**config.mk**
```make
export PLATFORM = sky130hd
export DESIGN_NAME = vend_credit_ctrl
export DESIGN_NICKNAME = d
export VERILOG_FILES = /design/src/rtl/vend_credit_ctrl.sv
export SDC_FILE = /design/constraint.sdc
export NUM_CORES = 1
export LEC_CHECK = 0
export CORE_UTILIZATION = 40
export DETAILED_ROUTE_END_ITERATION = 10
export SYNTH_ARGS = -nofsm -noshare
export SYNTH_HDL_FRONTEND = slang
export SYNTH_SLANG_ARGS = --single-unit
export TNS_END_PERCENT = 30
```
**constraint.sdc**
```tcl
create_clock -name clk -period 6.8 [get_ports clk]
set_clock_uncertainty 0.05 [all_clocks]
set_input_delay 1.36 -clock clk [delete_from_list [all_inputs] [get_ports clk]]
set_output_delay 1.36 -clock clk [all_outputs]
set_load 0.01 [all_outputs]
```
**src/rtl/vend_credit_ctrl.sv**
```systemverilog
// Vending-machine credit controller: accumulates coins, checks a selection
// against a per-item price table, issues a vend request and pays change back
// one CHANGE_UNIT per cycle.
module vend_credit_ctrl #(
    parameter int unsigned CREDIT_W    = 8,
    parameter int unsigned N_ITEMS     = 4,
    parameter logic [N_ITEMS*CREDIT_W-1:0] PRICES = {8'd75, 8'd50, 8'd35, 8'd25},
    parameter int unsigned MAX_CREDIT  = 100,
    parameter int unsigned CHANGE_UNIT = 5,
    localparam int unsigned IDX_W      = (N_ITEMS > 1) ? $clog2(N_ITEMS) : 1
) (
    input  logic                clk,
    input  logic                rst_n,
    input  logic                coin_valid,
    input  logic [CREDIT_W-1:0] coin_value,
    input  logic                sel_valid,
    input  logic [IDX_W-1:0]    sel_idx,
    input  logic                cancel,
    input  logic                vend_ack,
    output logic [CREDIT_W-1:0] credit,
    output logic                coin_reject,
    output logic                sel_err,
    output logic                vend_valid,
    output logic [IDX_W-1:0]    vend_idx,
    output logic                change_pulse,
    output logic                busy
);

    localparam int unsigned SUM_W = CREDIT_W + 1;

    typedef enum logic [1:0] {
        S_IDLE   = 2'd0,
        S_CREDIT = 2'd1,
        S_VEND   = 2'd2,
        S_CHANGE = 2'd3
    } state_t;

    state_t                r_state;
    logic [CREDIT_W-1:0]   r_credit;
    logic                  r_coin_reject;
    logic                  r_sel_err;
    logic                  r_vend_valid;
    logic [IDX_W-1:0]      r_vend_idx;
    logic                  r_change_pulse;
    logic                  r_busy;

    state_t                w_state;
    logic [CREDIT_W-1:0]   w_credit;
    logic                  w_coin_reject;
    logic                  w_sel_err;
    logic                  w_vend_valid;
    logic [IDX_W-1:0]      w_vend_idx;
    logic                  w_change_pulse;
    logic                  w_busy;

    logic [CREDIT_W-1:0]   w_price;
    logic                  w_idx_ok;
    logic [SUM_W-1:0]      w_coin_sum;
    logic                  w_coin_ok;

    // Price lookup for the selected item; flags indices beyond the table
    always_comb begin
        w_price  = '0;
        w_idx_ok = 1'b0;
        for (int i = 0; i < int'(N_ITEMS); i++) begin
            if (IDX_W'(i) == sel_idx) begin
                w_price  = PRICES[i*CREDIT_W +: CREDIT_W];
                w_idx_ok = 1'b1;
            end
        end
    end

    // Coin acceptance: non-zero, whole change units, and the unwrapped sum fits
    always_comb begin
        w_coin_sum = {1'b0, r_credit} + {1'b0, coin_value};
        w_coin_ok  = (coin_value != '0)
                  && ((coin_value % CREDIT_W'(CHANGE_UNIT)) == '0)
                  && (w_coin_sum <= SUM_W'(MAX_CREDIT));
    end

    // Next-state and next-output decode
    always_comb begin
        w_state        = r_state;
        w_credit       = r_credit;
        w_coin_reject  = 1'b0;
        w_sel_err      = 1'b0;
        w_vend_valid   = r_vend_valid;
        w_vend_idx     = r_vend_idx;
        w_change_pulse = 1'b0;

        case (r_state)
            S_IDLE, S_CREDIT: begin
                if (cancel) begin
                    // A coin in the same cycle as a refund request is handed back
                    w_coin_reject = coin_valid;
                    if (r_state == S_CREDIT) begin
                        w_state = S_CHANGE;
                    end
                end else if (sel_valid) begin
                    w_coin_reject = coin_valid;
                    if ((r_state == S_IDLE) || !w_idx_ok || (r_credit < w_price)) begin
                        w_sel_err = 1'b1;
                    end else begin
                        w_credit     = r_credit - w_price;
                        w_vend_valid = 1'b1;
                        w_vend_idx   = sel_idx;
                        w_state      = S_VEND;
                    end
                end else if (coin_valid) begin
                    if (w_coin_ok) begin
                        w_credit = w_coin_sum[CREDIT_W-1:0];
                        w_state  = S_CREDIT;
                    end else begin
                        w_coin_reject = 1'b1;
                    end
                end
            end

            S_VEND: begin
                w_coin_reject = coin_valid;
                w_sel_err     = sel_valid;
                if (vend_ack) begin
                    w_vend_valid = 1'b0;
                    w_state      = (r_credit != '0) ? S_CHANGE : S_IDLE;
                end
            end

            S_CHANGE: begin
                w_coin_reject = coin_valid;
                w_sel_err     = sel_valid;
                // Last unit clamps to zero so credit can never wrap below it
                if (r_credit > CREDIT_W'(CHANGE_UNIT)) begin
                    w_credit       = r_credit - CREDIT_W'(CHANGE_UNIT);
                    w_change_pulse = 1'b1;
                end else if (r_credit != '0) begin
                    w_credit       = '0;
                    w_change_pulse = 1'b1;
                    w_state        = S_IDLE;
                end else begin
                    w_state = S_IDLE;
                end
            end

            default: begin
                w_state = S_IDLE;
            end
        endcase

        w_busy = (w_state == S_VEND) || (w_state == S_CHANGE);
    end

    // State and output registers
    always_ff @(posedge clk or negedge rst_n) begin
        if (!rst_n) begin
            r_state        <= S_IDLE;
            r_credit       <= '0;
            r_coin_reject  <= 1'b0;
            r_sel_err      <= 1'b0;
            r_vend_valid   <= 1'b0;
            r_vend_idx     <= '0;
            r_change_pulse <= 1'b0;
            r_busy         <= 1'b0;
        end else begin
            r_state        <= w_state;
            r_credit       <= w_credit;
            r_coin_reject  <= w_coin_reject;
            r_sel_err      <= w_sel_err;
            r_vend_valid   <= w_vend_valid;
            r_vend_idx     <= w_vend_idx;
            r_change_pulse <= w_change_pulse;
            r_busy         <= w_busy;
        end
    end

    assign credit       = r_credit;
    assign coin_reject  = r_coin_reject;
    assign sel_err      = r_sel_err;
    assign vend_valid   = r_vend_valid;
    assign vend_idx     = r_vend_idx;
    assign change_pulse = r_change_pulse;
    assign busy         = r_busy;

endmodule

```
==> qor.yml, run 1 <==
worst_hold_path:
  worstHoldStart: "vend_idx[0]$_DFFE_PN0P_"
  hold_end: "vend_idx[0]$_DFFE_PN0P_"
  min_path_cells: 2
  min_path_type: "flop to flop"
power:
  p_leak_nw: 1.21
  ir_worst_vdd_v: 0.000269
  power.total_w: 0.00110
  p_per_area_nw_per_um2: 383
final_layout:
  fin_area_um2: 2880
  syn2layout_area_growth_pct: 13.7
  nets: 390
  fillCellCount: 624
  drive_gt1_share_pct: 5.73
  n_antenna_cell: 0
synthesis:
  yosysMostFrequentCell: "nand2_1"
  synth_nets: 373
  synth_top_cells_by_area: "dfrtp_1, ha_1, nand2_1"
  synth_ff_type: "dfrtp_1"
  async_flop_share_pct: 100
  synth.distinct_cells: 64
  yosysSeqAreaShare_pct: 16.8
  netlist.area_leader.share_pct: 16.8
  synthesis.area_um2: 2530
  ys_seq_elements: 17
  synth_edf_count: 0
  synth_commonest_cells: "nand2_1, nor2_1, ha_1, inv_1, o21ai_0"
  synthCells: 333
  synth_area_per_cell_um2: 7.60
  yosys_warnings: 0
  synth_area_leader_cell: "dfrtp_1"
global_route:
  grt_pass1_wl_mm: 11.4
  grt_max_degree: 23
  grt_antenna_before_repair: 0
  grt_pass1_vias: 2388
  grt-ovfl-total: 0
  track_usage_pct: 21.8
routing:
  vias: 2545
  wl_mm: 6.72
  remaining_drc_errors: 0
  wl_per_cell_um: 15.9
  drtIter0Drc: 208
  ant_nets: 0
  via_per_inst: 6.00
  drt-pass1-iter-count: 4
setup_path:
  crit_fanout: 18
  r2r_slack_ns: 3.12
  max_stage_delay_ns: 0.88
  startpoint_type: "input port"
  crit_arrival_ns: 5.25
  critPathBufInv: 4
  critPathKind: "input port to flop"
  crit_path_end_kind: "flop"
  r2r-end: "credit[3]$_DFFE_PN0P_"
  crit_slowest_cell: "clkdlybuf4s50_1"
  cp_cell_sequence: "clkdlybuf4s50_1 -> inv_1 -> mux2i_1 -> a222oi_1 -> o211ai_1 -> inv_1 -> ha_1 -> nand2b_1 -> a221oi_1 -> a211oi_1 -> o41ai_4 -> buf_4 -> o21ai_1 -> a22o_1"
  worst_r2r_startpoint: "credit[0]$_DFFE_PN0P_"
  rr_worst_depth: 14
  path_common_cell: "inv_1"
  crit_required_ns: 6.89
  critPathTopFamily: "buffers and inverters"
timing:
  drv_slew: 0
  worst_pin_slew_ns: 0.843
  finalCritPeriodShare_pct: 75.9
  final.setup.tns_ns: 0
  rsz0062_at_grt: "no"
  setup_viol_count_final: 0
  report.final.hold_viol_count: 0
  fin_crit_ns: 5.16
  relSlewSlack_pct: 42.3
  clock.fmax_mhz: 194
run_status:
  outcome: "complete, no violations"
placement:
  dp_hpwl_mm: 5.26
  port_buffers: 30
  place.gp.congestion: 0.873
  dpl-instance-area_um2: 2830
clocking:
  clkSlewWorstSetupHoldPaths_ns: 0.07
  cts_tree: "yes"
  cts-root-buf: "clkbuf_8"
  numCtsBuffers: 3
  cts_sinks: 17
  cts_setup_buffers: 0
  clock_path_buffers: 2
  holdBufCountCts: 0
  insertion_delay_ns: 0.25
  post_cts_resized: 0
  cts_htree_levels: 1
floorplan:
  die_area_um2: 6650
  pin_count: 31
  start_util_pct: 42.0
  rows: 28
  core_um2: 6030
  die_y_um: 81.6
  die_w_um: 81.6
flow_run:
  cap_violations: 0
per-stage QoR:
step                      instances  utilization, %  setup WS (ns)  hold slack (ns)
after floorplan                 333               -           2.61            0.462
after global placement          420            47.0           1.46            0.460
after detailed placement        420            47.0           1.41            0.450
after CTS                       424            47.8           1.66            0.468
after global routing            424            47.8           1.20            0.496
final                           424            47.8           1.64            0.457
placed cells by master (no fill, tap or decap), drive strengths merged, types with 5 or more instances in the layout:
cell and n:
o2111ai 5, xnor2 6, o21a 8, o22ai 6
clkdlybuf4s50 30, nor3 11, dfrtp 17, nand2b 9
ha 22, nand2 32, nor2 23, a21oi 23
o21ai 26, and2 6, nor2b 7, inv 22
nand3 5, a21o 5, o211ai 6
cell families (layout without fill, tap and decap cells):
| kind of cell | after synthesis | in the layout | synth area share, % |
|---|---|---|---|
| xor+xnor | 8 | 8 | 2.77 |
| fa+ha+maj | 24 | 24 | 12.5 |
| flops | 17 | 17 | 16.8 |
| simple gates | 113 | 113 | 22.7 |
| buf+inv | 42 | 58 | 7.41 |
| mux | 4 | 4 | 1.58 |
| compound gates | 125 | 125 | 36.2 |
flip-flops by register name (all words and copies together) (netlist names):
register and count:
credit 8, r_state 2, vend_idx 2, busy 1, change_pulse 1, coin_reject 1
sel_err 1, vend_valid 1
power by group:
group	switching, W	internal (W)	leakage [nW]
Clock	0.0000360	0.0000407	0.0255
Combinational	0.000437	0.000359	0.980
Sequential	0.0000808	0.000148	0.204
how the worst max path moves through the flow:
stage	cells after the start	end	startpoint	slack, ns
5_1_grt	15	credit[3]$_DFFE_PN0P_	coin_value[4]	1.20
3_5_place_dp	14	credit[3]$_DFFE_PN0P_	coin_value[4]	1.41
2_1_floorplan	15	credit[3]$_DFFE_PN0P_	sel_idx[0]	2.61
4_1_cts	14	credit[3]$_DFFE_PN0P_	coin_value[4]	1.66
6_report	14	credit[3]$_DFFE_PN0P_	coin_value[7]	1.64
3_3_place_gp	14	credit[3]$_DFFE_PN0P_	coin_value[5]	1.46
layout make-up:
class	instances	area, µm²	share of cell area [%]
Multi-Input combinational cell	274	1920	66.7
Sequential cell	17	425	14.8
Timing Repair Buffer	31	308	10.7
Tap cell	75	93.8	3.26
Inverter	23	86.3	3.00
Clock buffer	3	41.3	1.43
Clock inverter	1	5.00	0.174
worst min-delay path: cells and delay by family, from the launching register on:
kind | cells | cell delay [ns]
AOI/OAI and AO/OA | 1 | 0.07
and+or+nand+nor | 1 | 0.05
DFF | 1 | 0.35
layer usage:
metal / vias to the layer above / track usage [%] / share of wire [%]
met5: - / 0 / 0
met1: 1207 / 30.5 / 50
li1: 1280 / - / -
met4: 0 / 2.86 / 0.68
met3: 4 / 3.56 / 4.0
met2: 54 / 35.9 / 46
No activity file was read; power rests on OpenSTA's default activity.
==> run 2: changes to the inputs <==
==> constraint.sdc (replaced) <==
create_clock -name clk -period 4.2 [get_ports clk]
set_clock_uncertainty 0.05 [all_clocks]
set_input_delay 0.84 -clock clk [delete_from_list [all_inputs] [get_ports clk]]
set_output_delay 0.84 -clock clk [all_outputs]
set_load 0.01 [all_outputs]
==> run 2 against run 1 <==
Net effect: sequential cell count did not move; critical path depth grew 1; highest routed layer unchanged; critical path type unchanged; cell count rose by 12%; power is 80% higher; count of clock-buffer cells in the layout grew 1; sequential power grew 59%; sequential share of layout area shrank 1.8 points; die area is the same; via count rose by 7.9%; global-route usage is 1.6 points higher; hold slack got worse by 0.013 ns; combinational power grew 87%.
==> qor.yml, run 2 (synthesized netlist as in run 1, its figures left out) <==
power:
  p_leak_nw: 1.48
  p_per_area_nw_per_um2: 603
  ir_worst_vdd_v: 0.000456
routing:
  remaining_drc_errors: 0
  wl_mm: 7.33
  drtIter0Drc: 124
  ant_nets: 0
  vias: 2747
  drt-pass1-iter-count: 6
  via_per_inst: 5.77
  wl_per_cell_um: 15.4
final_layout:
  final_cell_mix: "buf_4, nand2_1, clkdlybuf4s50_1, nor2_1"
  n_antenna_cell: 0
  final_common_cell: "buf_4"
  fillCellCount: 608
  nets: 442
  fin_area_um2: 3280
  largest_register_ff_count: 8
  syn2layout_area_growth_pct: 29.7
  final_core_util_pct: 54.5
  drive_gt1_share_pct: 18.2
worst_hold_path:
  min_path_type: "flop to flop"
clocking:
  clkSlewWorstSetupHoldPaths_ns: 0.07
  holdBufCountCts: 0
  numCtsBuffers: 3
  cts-root-buf: "clkbuf_8"
  insertion_delay_ns: 0.25
  clock_path_buffers: 2
  cts_sinks: 17
  cts_tree: "yes"
  cts_htree_levels: 1
global_route:
  grt_pass1_wl_mm: 12.1
  grt_antenna_before_repair: 0
  track_usage_pct: 23.5
  grt_max_degree: 19
  grt-ovfl-total: 0
  grt_pass1_vias: 2526
timing:
  drv_slew: 0
  fin_crit_ns: 4.00
  final.setup.tns_ns: 0
  finalCritPeriodShare_pct: 95.3
  clock.fmax_mhz: 250
  relSlewSlack_pct: 49.0
  rsz0062_at_grt: "no"
  report.final.hold_viol_count: 0
  setup_viol_count_final: 0
  worst_pin_slew_ns: 0.762
floorplan:
  core_um2: 6030
  pin_count: 31
  die_w_um: 81.6
  rows: 28
  start_util_pct: 42.0
  die_area_um2: 6650
  die_y_um: 81.6
placement:
  port_buffers: 30
  place.gp.congestion: 0.869
  dpl-instance-area_um2: 3220
  dp_hpwl_mm: 5.83
run_status:
  outcome: "complete, no violations"
setup_path:
  crit_fanout: 5
  crit_path_end_kind: "flop"
  startpoint_type: "input port"
  crit_required_ns: 4.29
  critPathKind: "input port to flop"
  crit_arrival_ns: 4.09
flow_run:
  cap_violations: 0
[run 2: cell count changes in the layout (fill, tap and decap cells not counted), sizes merged]
cell           change
buf               +52
clkbuf             +1
clkdlybuf4s50      -2
clkinv             -1
dlymetal6s2s       +2
[run 2: what timing repair did]
item                       in CTS  in global routing
buffers inserted                0                  0
setup endpoints to repair       0                  8
gates resized for setup         0                  6
[run 2: per-stage QoR]
step	cells	hold slack, ns	setup WS, ns	power (W)
after floorplan	333	0.462	0.531	0.00127
after global placement	472	0.425	-0.0357	0.00182
after detailed placement	472	0.432	-0.162	0.00184
after CTS	476	0.447	0.104	0.00197
after global routing	476	0.487	0.0152	0.00216
final	476	0.443	0.199	0.00198
[run 2: power by group]
part	total [W]	internal [W]	switching, W
logic	0.00149	0.000733	0.000761
registers	0.000363	0.000239	0.000124
clock network	0.000122	0.0000673	0.0000550
total	0.00198	0.00104	0.000940
[run 2: path summary, 6_finish.rpt]
path                            slack [ns]                    start                       to  depth (start not counted)
min in group asynchronous             0.99                    rst_n           busy$_DFF_PN0_                          1
worst max-delay path                  0.20            coin_value[0]    credit[2]$_DFFE_PN0P_                         15
worst max register to register        0.76    credit[1]$_DFFE_PN0P_    credit[2]$_DFFE_PN0P_                         13
worst min register to register        0.44  vend_idx[1]$_DFFE_PN0P_  vend_idx[1]$_DFFE_PN0P_                          2
worst min-delay path                  0.44  vend_idx[1]$_DFFE_PN0P_  vend_idx[1]$_DFFE_PN0P_                          2
max in group asynchronous             2.64                    rst_n    credit[1]$_DFFE_PN0P_                          1
[run 2: worst max-delay path: stages]
cell	delay (ns)
clkdlybuf4s50_1	0.52
ha_1	0.18
inv_1	0.05
fa_1	0.40
nor2b_1	0.14
o21a_1	0.17
o21a_1	0.15
nor2_1	0.06
o311ai_0	0.32
buf_4	0.18
nand4_1	0.19
o41ai_4	0.45
buf_4	0.21
nand2_1	0.05
a22o_1	0.18
[run 2: metal layers]
metal / wire length, µm / GRT usage (%)
met5: 0 / 0
met4: 121 / 4.64
met3: 287 / 3.56
met2: 3320 / 38.1
met1: 3590 / 32.7
[run 2: area by class of cell]
type / count / area [µm²] / area share [%]
Timing Repair Buffer: 83 / 703 / 21.4
Tap cell: 75 / 93.8 / 2.86
Inverter: 23 / 86.3 / 2.63
Multi-Input combinational cell: 274 / 1930 / 58.7
Clock buffer: 4 / 45.0 / 1.37
Sequential cell: 17 / 425 / 13.0
==> RTL edit: new RTL, config.mk and constraints of run 2 <==
Set the parameter `N_ITEMS` to 8 (it was 4).
--- a/src/rtl/vend_credit_ctrl.sv
+++ b/src/rtl/vend_credit_ctrl.sv
@@ -5,3 +5,3 @@
     parameter int unsigned CREDIT_W    = 8,
-    parameter int unsigned N_ITEMS     = 4,
+    parameter int unsigned N_ITEMS     = 8,
     parameter logic [N_ITEMS*CREDIT_W-1:0] PRICES = {8'd75, 8'd50, 8'd35, 8'd25},
Interface: changed (resized sel_idx and vend_idx); port bits go from 31 to 33. The function was not compared with the original's and may differ.
==> RTL edit against run 2 <==
Synthesized cell count down 0.30%; worst setup slack got worse by 0.14 ns; largest power group unchanged; design area grew 9.1%; via count up 3.8%; utilization increased by 5.0 points; synthesized area rose by 0.74%; total power rose by 7.3%; sequential cell count up 1; routed wire length up 11%; highest routed layer unchanged; critical path depth down 2.
==> RTL edit: results (changes against run 2) <==
| Metric | Value |
|---|---|
| Status | `finished clean` |
| All-Layer GR Usage | `25.1% (+1.6 points)` |
| Dpl ws | `-0.505 ns (-0.343 ns)` |
| Leading post-synthesis cells by cell area | `dfrtp_1, ha_1, a21oi_1` |
| Arrival @ worst endpoint | `4.23 ns (+0.14 ns)` |
| CTS max path bufs | `2 (unchanged)` |
| HPWL Detailed | `5950 um (+2.0%)` |
| Slew Limit Headroom | `45.1% (-3.9 points)` |
| Vias per inst | `5.69 (-1.4%)` |
| Clk_lat worst skew | `roughly 0.26 ns` |
| DP Area | `3330 sq um (+3.4%)` |
| Global placement routability congestion | `0.925 (+6.4%)` |
| Crit path from | `coin_value[7]` |
| Syn_nets | `370 (-0.80%)` |
| Beginning of the worst hold path | `vend_idx[1]$_DFFE_PN0P_` |
| Largest net degree at the start of global routing | `19 (unchanged)` |
| Leak Pwr | `1.58 nW (+7.2%)` |
| Synthesis warning total | `0 (unchanged)` |
| Vias | `2,851 (+3.8%)` |
| Sequential fraction of the synthesis area | `17.7% (+0.86 points)` |
| Post-synth top cells | `a21oi_1, o21ai_0, nor2_1` |
| Max rail drop VDD | `0.000540 V (+18%)` |
| Port bufs | `32 (+6.7%)` |
| Fill count | `544 (-11%)` |
| First-pass GRT wire length | `12,800 um (+6.1%)` |
| Drt first pass iters | `4 (-2)` |
| CP Max Fanout | `9 (+4)` |
| # nets final | `465 (+5.2%)` |
| Antenna Cells | `0 (unchanged)` |
| Placed Instances | `483 (+2.3%)` |
| Number of distinct library cells after synthesis | `69 (+7.8%)` |
| Layout cell share with drive strength beyond 1 | `28.2% (+10 points)` |
| Async set or reset register ratio after synthesis | `100% (unchanged)` |
| Initial DRC Count | `142 (+15%)` |
| Worst r2r src | `credit[0]$_DFFE_PN0P_` |
| Vias in the first global route | `2,615 (+3.5%)` |
| Ys flop type | `dfrtp_1` |
| Routed len/inst | `16.2 um (+5.2%)` |
| Gate Count Post-Synth | `332 (-0.30%)` |
RTL edit: cell count changes in the layout (fill, tap and decap cells not counted), sizes merged, moves of 6 or more:
cell	change
a21oi	+6
or2	+6
nand3	+6
nand2	-14
buf	+23
RTL edit: worst paths after layout:
check	end	slack (ns)	depth (start not counted)
max	credit[1]$_DFFE_PN0P_	0.06	13
min	vend_idx[1]$_DFFE_PN0P_	0.45	1
max reg2reg	credit[1]$_DFFE_PN0P_	0.76	12
min reg2reg	vend_idx[1]$_DFFE_PN0P_	0.45	1
max in group asynchronous	change_pulse$_DFF_PN0_	2.59	1
min in group asynchronous	vend_idx[0]$_DFFE_PN0P_	1.00	1
RTL edit: power breakdown:
part | internal, mW | switching [mW]
sequential | 0.255 | 0.124
combinational | 0.802 | 0.800
clock | 0.0834 | 0.0581
RTL edit: critical path, stage by stage:
cell and delay (ns):
dlygate4sd2_1 0.26, buf_12 0.14, nor3b_4 0.21, a21oi_2 0.06, a31o_1 0.24, or2_4 0.27
inv_4 0.07, ha_4 0.20, a311o_1 0.35, a2111o_1 0.34, or4b_4 0.52, o31a_1 0.41
mux2_4 0.32
RTL edit: layout make-up:
type                            count  area (sq um)  area share, %
Clock buffer                        4          55.1           1.54
Inverter                           25          96.3           2.69
Multi-Input combinational cell    271          1980           55.2
Sequential cell                    18           450           12.6
Tap cell                           75          93.8           2.62
Timing Repair Buffer              108           910           25.4
RTL edit: metal layers:
layer	vias to the layer above	part of all wire (%)	track usage, %
met1	1350	48	36.3
met3	12	5.4	3.56
met2	81	45	39.5
li1	1408	-	-
met5	-	0	0
met4	0	1.5	4.74
RTL edit: kinds of logic after synthesis:
group,count (synthesis),synth area share (%)
buffers and inverters,43,8.73
muxes,7,3.29
xor gates and xnor gates,14,4.81
adders and majority gates,21,10.9
and+or+nand+nor,116,25.9
DFF,18,17.7
AOI/OAI and AO/OA,113,28.8
RTL edit: timing repair:
action / CTS / global route
hold buffers: 0 / 0
setup endpoints to repair: 10 / 9
cloned: 1 / 0
buffers inserted: 9 / 4
resized for setup: 23 / 21
pin swaps: 7 / 12
RTL edit: per-stage QoR:
step	hold WS, ns	util (%)
2_1_floorplan	0.494	-
3_3_place_gp	0.435	55.3
3_5_place_dp	0.441	55.3
4_1_cts	0.457	58.1
5_1_grt	0.479	59.4
6_report	0.453	59.4
